### src/rtl/i2c_slave_target_if.sv
// Local-side and pad-side signals of the I2C target, grouped for port hookup.
// The slave modport is the target's view; master is the surrounding logic/pads.
interface i2c_slave_target_if;
  logic       scl_in;
  logic       sda_in;
  logic       sda_oe;
  logic [7:0] tx_data;
  logic       tx_req;
  logic [7:0] rx_data;
  logic       rx_valid;
  logic       busy;

  modport slave (
    input  scl_in, sda_in, tx_data,
    output sda_oe, tx_req, rx_data, rx_valid, busy
  );

  modport master (
    output scl_in, sda_in, tx_data,
    input  sda_oe, tx_req, rx_data, rx_valid, busy
  );
endinterface

### src/rtl/i2c_slave_target.sv
// I2C target: address match, byte receive/transmit, ACK generation; never stretches SCL.
// Pin edges are acted on SYNC_STAGES+1 clk after they occur; no backpressure on the local side.
module i2c_slave_target #(
  parameter logic [6:0] SLAVE_ADDR  = 7'b0101101,
  parameter int         SYNC_STAGES = 2
) (
  input logic              clk,
  input logic              rst,
  i2c_slave_target_if.slave bus
);

  typedef enum logic [2:0] {
    IDLE, ADDR, ADDR_ACK, WR_DATA, WR_ACK, RD_DATA, RD_ACK, WAIT_STOP
  } state_t;

  state_t                 state, state_nxt;
  logic [SYNC_STAGES-1:0] scl_sync, sda_sync;
  logic                   scl_d, sda_d;
  logic                   scl, sda, scl_rise, scl_fall, sda_rise, sda_fall;
  logic                   start_det, stop_det;
  logic [2:0]             cnt, cnt_nxt;
  logic [7:0]             sh, sh_nxt, byte_in;
  logic                   rw, rw_nxt, ack_ph, ack_ph_nxt;
  logic                   sda_oe, sda_oe_nxt, tx_req, tx_req_nxt;
  logic                   rx_valid, rx_valid_nxt, busy, busy_nxt;
  logic [7:0]             rx_data, rx_data_nxt;

  always_ff @(posedge clk or negedge rst) begin
    if (!rst) begin
      scl_sync <= '1;
      sda_sync <= '1;
      scl_d    <= 1'b1;
      sda_d    <= 1'b1;
    end else begin
      scl_sync <= {scl_sync[SYNC_STAGES-2:0], bus.scl_in};
      sda_sync <= {sda_sync[SYNC_STAGES-2:0], bus.sda_in};
      scl_d    <= scl_sync[SYNC_STAGES-1];
      sda_d    <= sda_sync[SYNC_STAGES-1];
    end
  end

  assign scl      = scl_sync[SYNC_STAGES-1];
  assign sda      = sda_sync[SYNC_STAGES-1];
  assign scl_rise = scl & ~scl_d;
  assign scl_fall = ~scl & scl_d;
  assign sda_rise = sda & ~sda_d;
  assign sda_fall = ~sda & sda_d;
  // An SDA edge coinciding with an SCL edge is a data change, so SCL must be stable high.
  assign start_det = sda_fall & scl & scl_d;
  assign stop_det  = sda_rise & scl & scl_d;
  assign byte_in   = {sh[6:0], sda};

  always_ff @(posedge clk or negedge rst) begin
    if (!rst) begin
      state    <= IDLE;
      cnt      <= 3'd0;
      sh       <= 8'h00;
      rw       <= 1'b0;
      ack_ph   <= 1'b0;
      sda_oe   <= 1'b0;
      tx_req   <= 1'b0;
      rx_data  <= 8'h00;
      rx_valid <= 1'b0;
      busy     <= 1'b0;
    end else begin
      state    <= state_nxt;
      cnt      <= cnt_nxt;
      sh       <= sh_nxt;
      rw       <= rw_nxt;
      ack_ph   <= ack_ph_nxt;
      sda_oe   <= sda_oe_nxt;
      tx_req   <= tx_req_nxt;
      rx_data  <= rx_data_nxt;
      rx_valid <= rx_valid_nxt;
      busy     <= busy_nxt;
    end
  end

  always_comb begin
    state_nxt    = state;
    cnt_nxt      = cnt;
    sh_nxt       = sh;
    rw_nxt       = rw;
    ack_ph_nxt   = ack_ph;
    sda_oe_nxt   = sda_oe;
    tx_req_nxt   = 1'b0;
    rx_data_nxt  = rx_data;
    rx_valid_nxt = 1'b0;
    busy_nxt     = busy;
    if (start_det) begin
      state_nxt  = ADDR;
      cnt_nxt    = 3'd0;
      sda_oe_nxt = 1'b0;
      ack_ph_nxt = 1'b0;
    end else if (stop_det) begin
      state_nxt  = IDLE;
      sda_oe_nxt = 1'b0;
      busy_nxt   = 1'b0;
    end else begin
      case (state)
        ADDR: if (scl_rise) begin
          sh_nxt  = byte_in;
          cnt_nxt = cnt + 3'd1;
          if (cnt == 3'd7) begin
            if (byte_in[7:1] == SLAVE_ADDR) begin
              state_nxt  = ADDR_ACK;
              busy_nxt   = 1'b1;
              rw_nxt     = byte_in[0];
              ack_ph_nxt = 1'b0;
            end else begin
              state_nxt = WAIT_STOP;
            end
          end
        end
        // ack_ph separates the 8th fall (start driving ACK) from the 9th fall (end of ACK).
        ADDR_ACK, WR_ACK: if (scl_fall) begin
          if (!ack_ph) begin
            ack_ph_nxt = 1'b1;
            sda_oe_nxt = 1'b1;
          end else begin
            ack_ph_nxt = 1'b0;
            sda_oe_nxt = 1'b0;
            cnt_nxt    = 3'd0;
            if (state == ADDR_ACK && rw) begin
              tx_req_nxt = 1'b1;
              sh_nxt     = bus.tx_data;
              sda_oe_nxt = ~bus.tx_data[7];
              state_nxt  = RD_DATA;
            end else begin
              state_nxt = WR_DATA;
            end
          end
        end
        WR_DATA: if (scl_rise) begin
          sh_nxt  = byte_in;
          cnt_nxt = cnt + 3'd1;
          if (cnt == 3'd7) begin
            rx_data_nxt  = byte_in;
            rx_valid_nxt = 1'b1;
            ack_ph_nxt   = 1'b0;
            state_nxt    = WR_ACK;
          end
        end
        RD_DATA: if (scl_fall) begin
          if (cnt == 3'd7) begin
            sda_oe_nxt = 1'b0;
            cnt_nxt    = 3'd0;
            ack_ph_nxt = 1'b0;
            state_nxt  = RD_ACK;
          end else begin
            sh_nxt     = {sh[6:0], 1'b0};
            sda_oe_nxt = ~sh[6];
            cnt_nxt    = cnt + 3'd1;
          end
        end
        // ack_ph here remembers that the master ACKed at the 9th rise.
        RD_ACK: if (scl_rise) begin
          if (sda) begin
            state_nxt = WAIT_STOP;
            busy_nxt  = 1'b0;
          end else begin
            ack_ph_nxt = 1'b1;
          end
        end else if (scl_fall && ack_ph) begin
          tx_req_nxt = 1'b1;
          sh_nxt     = bus.tx_data;
          sda_oe_nxt = ~bus.tx_data[7];
          ack_ph_nxt = 1'b0;
          cnt_nxt    = 3'd0;
          state_nxt  = RD_DATA;
        end
        default: ;
      endcase
    end
  end

  assign bus.sda_oe   = sda_oe;
  assign bus.tx_req   = tx_req;
  assign bus.rx_data  = rx_data;
  assign bus.rx_valid = rx_valid;
  assign bus.busy     = busy;

endmodule

### src/flat_wrapper.sv
// flat-port wrapper written by rule: the top's interface ports become plain ports
module i2c_slave_target_flat 
#(
  parameter logic [6:0] SLAVE_ADDR  = 7'b0101101,
  parameter int         SYNC_STAGES = 2
)
  (clk, rst, bus_scl_in, bus_sda_in, bus_tx_data, bus_sda_oe, bus_tx_req, bus_rx_data, bus_rx_valid, bus_busy);
  i2c_slave_target_if bus_i ();
  input logic clk;
  input logic rst;
  input wire logic [$bits(bus_i.scl_in)-1:0] bus_scl_in;
  input wire logic [$bits(bus_i.sda_in)-1:0] bus_sda_in;
  input wire logic [$bits(bus_i.tx_data)-1:0] bus_tx_data;
  output wire logic [$bits(bus_i.sda_oe)-1:0] bus_sda_oe;
  output wire logic [$bits(bus_i.tx_req)-1:0] bus_tx_req;
  output wire logic [$bits(bus_i.rx_data)-1:0] bus_rx_data;
  output wire logic [$bits(bus_i.rx_valid)-1:0] bus_rx_valid;
  output wire logic [$bits(bus_i.busy)-1:0] bus_busy;
  assign bus_i.scl_in = bus_scl_in;
  assign bus_i.sda_in = bus_sda_in;
  assign bus_i.tx_data = bus_tx_data;
  assign bus_sda_oe = bus_i.sda_oe;
  assign bus_tx_req = bus_i.tx_req;
  assign bus_rx_data = bus_i.rx_data;
  assign bus_rx_valid = bus_i.rx_valid;
  assign bus_busy = bus_i.busy;
  i2c_slave_target #(.SLAVE_ADDR(SLAVE_ADDR), .SYNC_STAGES(SYNC_STAGES)) u_core (.clk(clk), .rst(rst), .bus(bus_i));
endmodule
### config.mk
export PLATFORM = sky130hd
export DESIGN_NAME = i2c_slave_target_flat
export DESIGN_NICKNAME = d
export VERILOG_FILES = /design/src/rtl/i2c_slave_target_if.sv /design/src/rtl/i2c_slave_target.sv /design/src/flat_wrapper.sv
export SDC_FILE = /design/constraint.sdc
export NUM_CORES = 1
export LEC_CHECK = 0
export BUFFER_PORTS_ARGS = -buffer_cell sky130_fd_sc_hd__buf_4
export CORE_ASPECT_RATIO = 0.5
export CORE_MARGIN = 3
export CORE_UTILIZATION = 55
export DETAILED_ROUTE_END_ITERATION = 6
export GPL_ROUTABILITY_DRIVEN = 0
export GPL_TIMING_DRIVEN = 0
export PLACE_DENSITY = 0.76
export SYNTH_ARGS = -nofsm -noshare
export SYNTH_HDL_FRONTEND = slang
export SYNTH_SLANG_ARGS = --single-unit
### constraint.sdc
create_clock -name clk -period 2.9 [get_ports clk]
set_input_delay 0 -clock clk [delete_from_list [all_inputs] [get_ports clk]]
set_output_delay 0 -clock clk [all_outputs]
set_load 0.01 [all_outputs]
==> flow_summary.yaml, run 1 <==
yosys:
  ys_warn_count: 0
  ys_ff_latch: 33
  avgSynthCellArea_um2: 10.8
  synth_cell_types: 50
  yosysTopAreaCell: "dfrtp_1"
  yosysSeqAreaShare_pct: 43.7
  synth_top_flop_cell: "dfrtp_1"
  syn_area_um2: 1910
  synth_top_area_share_pct: 35.5
  async_reset_ff_share_pct: 100
  synth-edff-count: 0
  synthTopCellsByArea: "dfrtp_1 (35%), mux2_2 (9.5%), dfstp_2 (8.3%)"
  synth_nets: 190
  synth_cells: 176
clocking:
  clk_pin_slew_ns: 0.08
  cts_buffers: 5
  tritoncts_num_sinks: 33
  htreeDepth: 2
  cts_setup_buffers: 0
  cts_max_path_buffers: 2
  root_buffer: "clkbuf_8"
  worst_skew_pair.late_latency_ns: 0.29
  cts_tree: "done"
timing:
  setup_tns_ns: 0
  worst_slew_pin_slew_ns: 0.710
  hold_violations: 0
  fin_skew_ns: 0.00733
  fmax_ghz: 0.454
  rsz0062_at_grt: "false"
  final_max_slew_viol_count: 0
  setup_viol: 0
  relSlewSlack_pct: 52.6
  timing.final.crit_share_pct: 75.9
  finalCriticalPeriod_ns: 2.20
setup_path:
  crit_type: "reg2reg"
  path_delay_family: "compound AO/OA/AOI/OAI gates"
  arrival_ns: 2.38
  cp.required_ns: 3.08
  path_max_fanout: 8
  crit_path_start_kind: "flop"
  path_depth: 7
  crit_slowest_cell: "dfrtp_1"
  slowest_delay_ns: 0.40
  crit_chain: "ha_1 > ha_1 > nand2b_1 > a21bo_1 > a221o_1 > buf_6 > mux2_4"
  path_common_cell: "ha_1"
  rrSetupSlack_ns: 0.70
  worstReg2RegStart: "u_core.cnt[0]"
  rr_worst_depth: 7
  r2r-end: "u_core.sh[5]"
  endpoint_kind: "flop"
  path_buf_inv: 1
grt:
  grt_pass1_wl_um: 6800
  grt_pass1_vias: 1337
  grt_max_degree: 34
  overflow: 0
  grt_usage_pct: 22.0
  antenna_found_initial: 0
cells_and_area:
  synthToLayoutAreaGrowth_pct: 19.3
  nets: 223
  fillCellCount: 229
  drive_gt1_share_pct: 36.2
  multi_input_area_um2: 998
  regArea_um2: 833
  n_antenna_cell: 0
floorplanning:
  die_w_um: 89.2
  start_util_pct: 60.4
  dieHeight_um: 47.6
  core_area_um2: 3150
  rows: 14
  fp.dieArea_um2: 4250
  top_level_ports: 24
placement:
  hpwl_um: 2970
  io_buffers: 23
outcome:
  outcome: "complete, no violations"
routing:
  firstDrtPassIters: 5
  first_iter_violations: 155
  post_drt_wl_per_cell_um: 17.1
  drtAntennaViolNets: 0
  viasPerCell: 6.06
  wl_um: 4270
  vias: 1514
  drc: 0
worst_hold_path:
  min-delay-start: "bus_tx_data[4]"
  whs_endpoint: "u_core.sh[4]"
  hold_path.class: "in2reg"
  holdPathStages: 3
pwr:
  irDropWorstVdd_uv: 452
  p_leak_nw: 1.04
  total_power_w: 0.00193
  power.density_nw_per_um2: 848
run:
  cap_violations: 0
-- metrics by stage --
stage          cells  utilization, %  setup WS [ns]  hold WS [ns]  area, µm²
3_3_place_gp     239            67.5          0.749       -0.0367       2130
3_5_place_dp     239            67.5          0.756       -0.0325       2130
4_1_cts          250            72.1          0.717        0.0604       2270
2_1_floorplan    176               -          0.936        -0.296       1910
5_1_grt          250            72.1          0.648        0.0683       2270
6_report         250            72.1          0.699        0.0659       2270
-- state kept, by name (all words and copies together) (netlist names) --
| signal | count |
|---|---|
| u_core.rw | 1 |
| u_core.sda_sync | 2 |
| u_core.scl_d | 1 |
| u_core.bus.rx_valid | 1 |
| u_core.sh | 7 |
| u_core.ack_ph | 1 |
| u_core.state | 3 |
| u_core.sda_d | 1 |
| u_core.bus.tx_req | 1 |
| u_core.bus.busy | 1 |
| u_core.bus.rx_data | 8 |
| u_core.cnt | 3 |
| u_core.scl_sync | 2 |
| u_core.bus.sda_oe | 1 |
-- synthesized netlist by cell type, drive strengths merged (2+ instances only) --
cell    number
a21boi       3
a21oi        8
a22oi        2
buf          8
clkbuf       2
dfrtp       27
dfstp        6
ha           2
inv          3
mux2        25
nand2       12
nand2b       3
nand3        4
nand3b       2
nand4        3
nor2         4
nor2b       11
nor3         3
nor3b        3
o21ai       16
o221ai       2
o22ai        3
or3          2
-- timing repair --
item	4_1_cts	5_1_grt
endpoints found under the hold margin	35	0
resized for setup	0	0
hold buffers	3	0
-- worst max-delay path by stage --
stage / to / startpoint
2_1_floorplan: u_core.sh[0] / u_core.cnt[0]
3_3_place_gp: u_core.sh[2] / u_core.cnt[0]
3_5_place_dp: u_core.sh[3] / u_core.state[2]
4_1_cts: u_core.sh[5] / u_core.cnt[0]
5_1_grt: u_core.sh[5] / u_core.scl_sync[1]
6_report: u_core.sh[5] / u_core.cnt[0]
-- routing by layer --
metal  GRT usage (%)  vias to the layer above  part of all wire [%]
met1            31.8                      721                    47
met4            6.82                        0                   1.4
li1                -                      720                     -
met3            5.67                        8                   8.0
met5               0                        -                     0
met2            32.8                       65                    43
-- final cells by class --
cell class                      instances  area share (%)
Sequential cell                        33            36.7
Timing Repair Buffer                   26            8.92
Multi-Input combinational cell        130            43.9
Tap cell                               40            2.20
Inverter                                3           0.495
Buffer                                 10            2.75
Clock inverter                          3            2.04
Clock buffer                            5            3.03
-- cells by family after synthesis --
group | share of synthesized area [%]
AND/OR/NAND/NOR | 16.0
AO/OA/AOI/OAI | 18.1
flip-flops | 43.7
multiplexers | 17.1
buffers and inverters | 3.87
adder cells (fa/ha/maj) | 1.31
-- cell usage in the layout, fill, tap and decap left out, types with 2 or more instances in the layout --
| cell type | instances |
|---|---|
| o21ai_0 | 15 |
| inv_1 | 3 |
| nand2b_1 | 3 |
| nand4_1 | 3 |
| clkbuf_1 | 2 |
| dlygate4sd3_1 | 3 |
| ha_1 | 2 |
| mux2_2 | 16 |
| o22ai_1 | 3 |
| nor2_1 | 4 |
| buf_6 | 2 |
| dfstp_2 | 6 |
| a21boi_0 | 2 |
| clkbuf_8 | 5 |
| nand3_1 | 4 |
| nor3_1 | 3 |
| a22oi_1 | 2 |
| nor3b_1 | 3 |
| a21oi_1 | 8 |
| nor2b_1 | 11 |
| buf_4 | 24 |
| buf_2 | 5 |
| mux2_4 | 9 |
| nand2_1 | 12 |
| nand3b_1 | 2 |
| or3_1 | 2 |
| o221ai_1 | 2 |
| dfrtp_1 | 27 |
-- tightest hold or removal path, delay by kind of cell --
family	cells	cell delay, ns
mux	2	0.26
buf+inv	1	0.08
-- report_power, final --
group	internal, W	switching (W)
Sequential	0.000569	0.000115
Combinational	0.000419	0.000377
Clock	0.000257	0.000190
(Power assumes the default switching activity.)
==> run 2: changes to the inputs <==
ABC_AREA = 1   (was default)
CORE_UTILIZATION = 52   (was 55)
clock period = 2 ns   (was 2.9 ns; I/O delays follow)
==> run 2 against run 1 <==
Compared with the run above: fmax is 14% higher; wire length up 4.3%; critical endpoint is now u_core.sh[1]; utilization fell by 2.3 points; largest cell class unchanged; register-to-register slack got worse by 0.63 ns; sequential power is 48% higher; sequential share of layout area is 0.16 points higher; combinational power grew 120%; clock power up 41%; synthesized cell count grew 49%; hold slack got worse by 0.040 ns; die area is 4.6% higher; highest routed layer unchanged.
==> flow_summary.yaml, run 2 <==
yosys:
  synth_top_area_share_pct: 35.7
  ys_warn_count: 0
  synth_cells: 262
  synthTopCellsByArea: "dfrtp_1 (36%), nand2_1 (17%), dfstp_2 (8.3%)"
  synth_top_flop_cell: "dfrtp_1"
  synth_nets: 276
  syn_area_um2: 1890
  yosys-top-cells-count: "nand2_1 (88), dfrtp_1 (27), nand3_1 (26), nor2_1 (25), inv_1 (21)"
  synth_most_common_cell: "nand2_1"
  ys_ff_latch: 33
  yosysTopAreaCell: "dfrtp_1"
  yosysSeqAreaShare_pct: 44.0
  synth-edff-count: 0
  avgSynthCellArea_um2: 7.23
  synth_cell_types: 25
  async_reset_ff_share_pct: 100
setup_path:
  arrival_ns: 2.11
  crit_path_start_kind: "flop"
  crit_chain: "inv_1 > nand2_1 > nor2_1 > nor2_2 > nand3_1 > nor2_2 > nand2_2 > buf_6 > nand2_2 > o21ai_2"
  path_max_fanout: 10
  crit_slowest_cell: "dfstp_2"
  worstReg2RegStart: "u_core.sda_sync[1]"
  endpoint_kind: "flop"
  rr_worst_depth: 10
  cp.required_ns: 2.18
  crit_type: "reg2reg"
  r2r-end: "u_core.sh[1]"
  path_buf_inv: 2
  rrSetupSlack_ns: 0.07
  slowest_delay_ns: 0.57
  path_delay_family: "simple AND/OR/NAND/NOR gates"
clocking:
  cts_setup_buffers: 0
  cts.repair.resized: 0
  cts_max_path_buffers: 2
  htreeDepth: 2
  root_buffer: "clkbuf_8"
  tritoncts_num_sinks: 33
  worst_skew_pair.late_latency_ns: 0.29
  cts_buffers: 5
  clk_pin_slew_ns: 0.07
  cts_tree: "done"
floorplanning:
  die_w_um: 91.3
  top_level_ports: 24
  dieHeight_um: 48.7
  fp.dieArea_um2: 4440
  core_area_um2: 3240
  rows: 14
  start_util_pct: 58.4
timing:
  fmax_ghz: 0.517
  rsz0062_at_grt: "true"
  worst_slew_pin_slew_ns: 0.412
  fin_skew_ns: 0.00516
  finalCriticalPeriod_ns: 1.93
  relSlewSlack_pct: 72.6
  setup_tns_ns: 0
  hold_violations: 0
  setup_viol: 0
  fin_ws_ns: 0.0666
  final_max_slew_viol_count: 0
  timing.final.crit_share_pct: 96.7
routing:
  first_iter_violations: 137
  post_drt_wl_per_cell_um: 13.0
  drtAntennaViolNets: 0
  wl_um: 4460
  vias: 1834
  viasPerCell: 5.33
  drc: 0
  firstDrtPassIters: 7
grt:
  grt_usage_pct: 21.4
  use_met1_pct: 29.5
  grt_pass1_vias: 1646
  antenna_found_initial: 0
  busiest_layer: "met2"
  overflow: 0
  grt_max_degree: 34
  met3_usage_pct: 5.88
  met2_usage_pct: 33.1
  grt_pass1_wl_um: 7600
pwr:
  irDropWorstVdd_uv: 773
  power_frac_seq_pct: 30.1
  netSwitchingFraction_pct: 46.0
  pwr-share-clk_pct: 18.8
  power_switching_w: 0.00154
  total_power_w: 0.00336
  p_leak_nw: 1.22
  p_comb_share_pct: 51.1
  power.density_nw_per_um2: 1480
  power.internal_w: 0.00182
worst_hold_path:
  min-delay-start: "bus_tx_data[1]"
  whs_endpoint: "u_core.sh[1]"
  hold_path.class: "in2reg"
  holdPathStages: 3
cells_and_area:
  regMostFlops: "u_core.bus.rx_data"
  synthToLayoutAreaGrowth_pct: 19.6
  final_common_cell: "nand2_1"
  n_antenna_cell: 0
  nets: 309
  largest_register_ffs: 8
  final_cell_mix: "nand2_1 (88), dfrtp_1 (27), nand3_1 (26)"
  design_area_um2: 2260
  top_regs: "u_core.bus.rx_data x8, u_core.sh x7"
  fin_util_pct: 69.8
  drive_gt1_share_pct: 22.3
run:
  cap_violations: 0
placement:
  hpwl_um: 3300
  place_ws_ns: 0.108
  placed_area_um2: 2130
  io_buffers: 23
outcome:
  outcome: "complete, no violations"
run 2: cell count changes after synthesis, moves of 6 or more:
cell,change
nand2_1,+76
nor2b_1,-11
o21ai_2,+6
nand2_2,+8
nand3_1,+22
inv_2,+6
mux2_4,-9
nor2_1,+21
mux2_2,-16
inv_1,+18
run 2: cells by family (layout without fill, tap and decap cells):
group / after synthesis / after routing / synth area share [%]
buffers and inverters: 31 / 65 / 6.54
AND/OR/NAND/NOR: 164 / 164 / 37.9
AO/OA/AOI/OAI: 31 / 31 / 9.65
flip-flops: 33 / 33 / 44.0
adder cells (fa/ha/maj): 2 / 2 / 1.32
multiplexers: 1 / 1 / 0.529
run 2: layer usage:
| metal | up-vias | part of all wire (%) |
|---|---|---|
| li1 | 900 | - |
| met1 | 855 | 47 |
| met2 | 69 | 44 |
| met3 | 10 | 7.5 |
| met4 | 0 | 1.5 |
| met5 | - | 0 |
run 2: layout make-up:
type / count / area [µm²]
clock inverters: 2 / 35.0
repair buffers: 26 / 203
well taps: 48 / 60.1
clock buffers: 6 / 72.6
inverters: 27 / 101
plain buffers: 4 / 22.5
multi-input cells: 198 / 936
fillers: 291 / 977
flip-flops and latches: 33 / 833
run 2: worst max path at each step:
stage,start,to,depth (start not counted)
floorplan,u_core.sda_sync[1],u_core.sh[6],10
global placement,u_core.sda_sync[1],u_core.sh[6],10
detailed placement,u_core.sda_sync[1],u_core.sh[6],10
CTS,u_core.sda_sync[1],u_core.sh[1],10
global route,u_core.sda_sync[1],u_core.sh[6],10
finish,u_core.sda_sync[1],u_core.sh[1],10
run 2: metrics by stage:
stage,std cells,hold slack (ns)
after floorplan,262,-0.296
after global placement,333,-0.0417
after detailed placement,333,-0.0353
after CTS,344,0.0207
after global routing,344,0.0247
final,344,0.0256
run 2: repair_timing:
| item | in CTS | in global routing |
|---|---|---|
| endpoints found under the setup margin | 0 | 4 |
| hold buffers | 3 | 0 |
| endpoints found under the hold margin | 35 | 0 |
run 2: worst register-to-register path: cells and delay by family (launching register included):
| kind | cells | cell delay, ns |
|---|---|---|
| DFF | 1 | 0.57 |
| and+or+nand+nor | 7 | 0.90 |
| buffers and inverters | 2 | 0.30 |
| AOI/OAI and AO/OA | 1 | 0.05 |
run 2: power by group through the flow:
stage          clock [W]  sequential [W]  combinational [W]
3_5_place_dp           0         0.00102            0.00168
4_1_cts         0.000639         0.00101            0.00170
2_1_floorplan          0        0.000989            0.00133
6_report        0.000631         0.00101            0.00172
5_1_grt         0.000675         0.00104            0.00194
3_3_place_gp           0         0.00101            0.00163
==> run 3: changes to the inputs <==
CORE_UTILIZATION = 45   (was 52)
MAX_ROUTING_LAYER = met4   (was default)
PLACE_DENSITY = default   (was 0.76)
clock period = 2.1 ns   (was 2 ns; I/O delays follow)
==> run 3 against run 2 <==
Compared with the run above: power shrank 7.4%; clock-buffer cell count unchanged; sequential share of layout area is 0.12 points higher; clock power decreased by 18%; wire length is 1.2% higher; highest routed layer unchanged.
==> flow_summary.yaml, run 3 (same netlist as run 2, synthesis figures left out) <==
floorplanning:
  die_w_um: 97.7
  dieHeight_um: 51.9
  fp.dieArea_um2: 5070
  core_area_um2: 3720
  start_util_pct: 50.9
  top_level_ports: 24
  rows: 15
timing:
  relSlewSlack_pct: 72.0
  setup_tns_ns: 0
  finalCriticalPeriod_ns: 1.95
  fin_skew_ns: 0.00629
  setup_viol: 0
  timing.final.crit_share_pct: 93.1
  fmax_ghz: 0.512
  final_max_slew_viol_count: 0
  worst_slew_pin_slew_ns: 0.420
  rsz0062_at_grt: "true"
  hold_violations: 0
placement:
  hpwl_um: 3360
  io_buffers: 23
  dp_cells: 336
cells_and_area:
  finalNonFillerCells: 347
  final_cell_mix: "nand2_1 (88), dfrtp_1 (27), nand3_1 (26)"
  final_common_cell: "nand2_1"
  n_antenna_cell: 0
  nets: 309
  drive_gt1_share_pct: 22.6
  top_regs: "u_core.bus.rx_data x8, u_core.sh x7"
  fillCellCount: 346
  largest_register_ffs: 8
  synthToLayoutAreaGrowth_pct: 19.2
  regMostFlops: "u_core.bus.rx_data"
routing:
  firstDrtPassIters: 4
  vias: 1744
  wl_um: 4510
  drc: 0
  first_iter_violations: 109
  post_drt_wl_per_cell_um: 13.0
  drtAntennaViolNets: 0
  viasPerCell: 5.03
grt:
  antenna_found_initial: 0
  grt_pass1_wl_um: 7970
  grt_usage_pct: 20.4
  overflow: 0
  grt_max_degree: 34
  grt_pass1_vias: 1678
clocking:
  root_buffer: "clkbuf_8"
  cts_max_path_buffers: 2
  htreeDepth: 2
  cts.repair.resized: 0
  tritoncts_num_sinks: 33
  cts_tree: "done"
  cts_buffers: 5
  clk_pin_slew_ns: 0.07
  cts_setup_buffers: 0
  worst_skew_pair.late_latency_ns: 0.29
setup_path:
  endpoint_kind: "flop"
  crit_path_start_kind: "flop"
  crit_type: "reg2reg"
  path_max_fanout: 10
  arrival_ns: 2.13
  cp.required_ns: 2.28
pwr:
  netSwitchingFraction_pct: 47.2
  irDropWorstVdd_uv: 577
  power_frac_seq_pct: 30.7
  pwr-share-clk_pct: 16.6
  p_leak_nw: 1.21
  p_comb_share_pct: 52.7
  power.density_nw_per_um2: 1380
  power.internal_w: 0.00164
  power_switching_w: 0.00147
run:
  cap_violations: 0
outcome:
  outcome: "complete, no violations"
worst_hold_path:
  hold_path.class: "in2reg"
==> run 3: power by group through the flow <==
stage                     registers (W)  logic [W]  clock network, W
after floorplan                0.000942    0.00126                 0
after global placement         0.000961    0.00158                 0
after detailed placement       0.000965    0.00161                 0
after CTS                      0.000955    0.00163          0.000523
after global routing           0.000979    0.00189          0.000565
final                          0.000955    0.00164          0.000515
==> run 3: final timing paths <==
check / startpoint / endpoint / slack, ns / cells past startpoint
min reg2reg: u_core.scl_sync[0] / u_core.scl_sync[1] / 0.36 / 0
min in group asynchronous: rst / u_core.bus.tx_req / 0.19 / 2
max: u_core.sda_sync[1] / u_core.sh[2] / 0.15 / 10
min: bus_tx_data[1] / u_core.sh[1] / 0.02 / 3
max reg2reg: u_core.sda_sync[1] / u_core.sh[2] / 0.15 / 10
max in group asynchronous: rst / u_core.sda_sync[0] / 1.57 / 2
==> run 3: what timing repair did <==
item / CTS / global route
hold buffers: 3 / 0
endpoints found under the setup margin: 0 / 4
hold endpoints to repair: 35 / 0
==> run 3: cell type report <==
type                            count  area (µm²)  share of cell area (%)
Clock inverter                      2        13.8                   0.610
Multi-Input combinational cell    198         936                    41.5
Buffer                              4        22.5                   0.998
Clock buffer                        6        82.6                    3.66
Tap cell                           51        63.8                    2.83
Inverter                           27         101                    4.49
Timing Repair Buffer               26         203                    8.99
Sequential cell                    33         833                    36.9
==> run 3: worst max-delay path, cell delays in order (launching register included) <==
cell     delay [ns]
dfstp_2        0.59
inv_1          0.15
nand2_1        0.09
nor2_1         0.07
nor2_2         0.27
nand3_1        0.13
nor2_2         0.15
nand2_2        0.11
buf_6          0.17
nand2_2        0.07
o21ai_2        0.05
==> run 3: stage by stage <==
step | power (W) | area [µm²] | hold WS (ns) | util, % | setup slack (ns)
2_1_floorplan | 0.00221 | 1890 | -0.296 | - | 0.497
3_3_place_gp | 0.00255 | 2130 | -0.0363 | 57.3 | 0.178
3_5_place_dp | 0.00258 | 2130 | -0.0289 | 57.3 | 0.151
4_1_cts | 0.00311 | 2260 | 0.0229 | 60.7 | 0.139
5_1_grt | 0.00344 | 2260 | 0.0406 | 60.7 | -0.0141
6_report | 0.00311 | 2260 | 0.0238 | 60.7 | 0.146
==> run 3: metal layers <==
metal  share of wire [%]  track usage, %
met1                  48            27.4
met4                 1.4            4.14
met5                   0               -
met3                 8.6            4.95
met2                  42            32.1
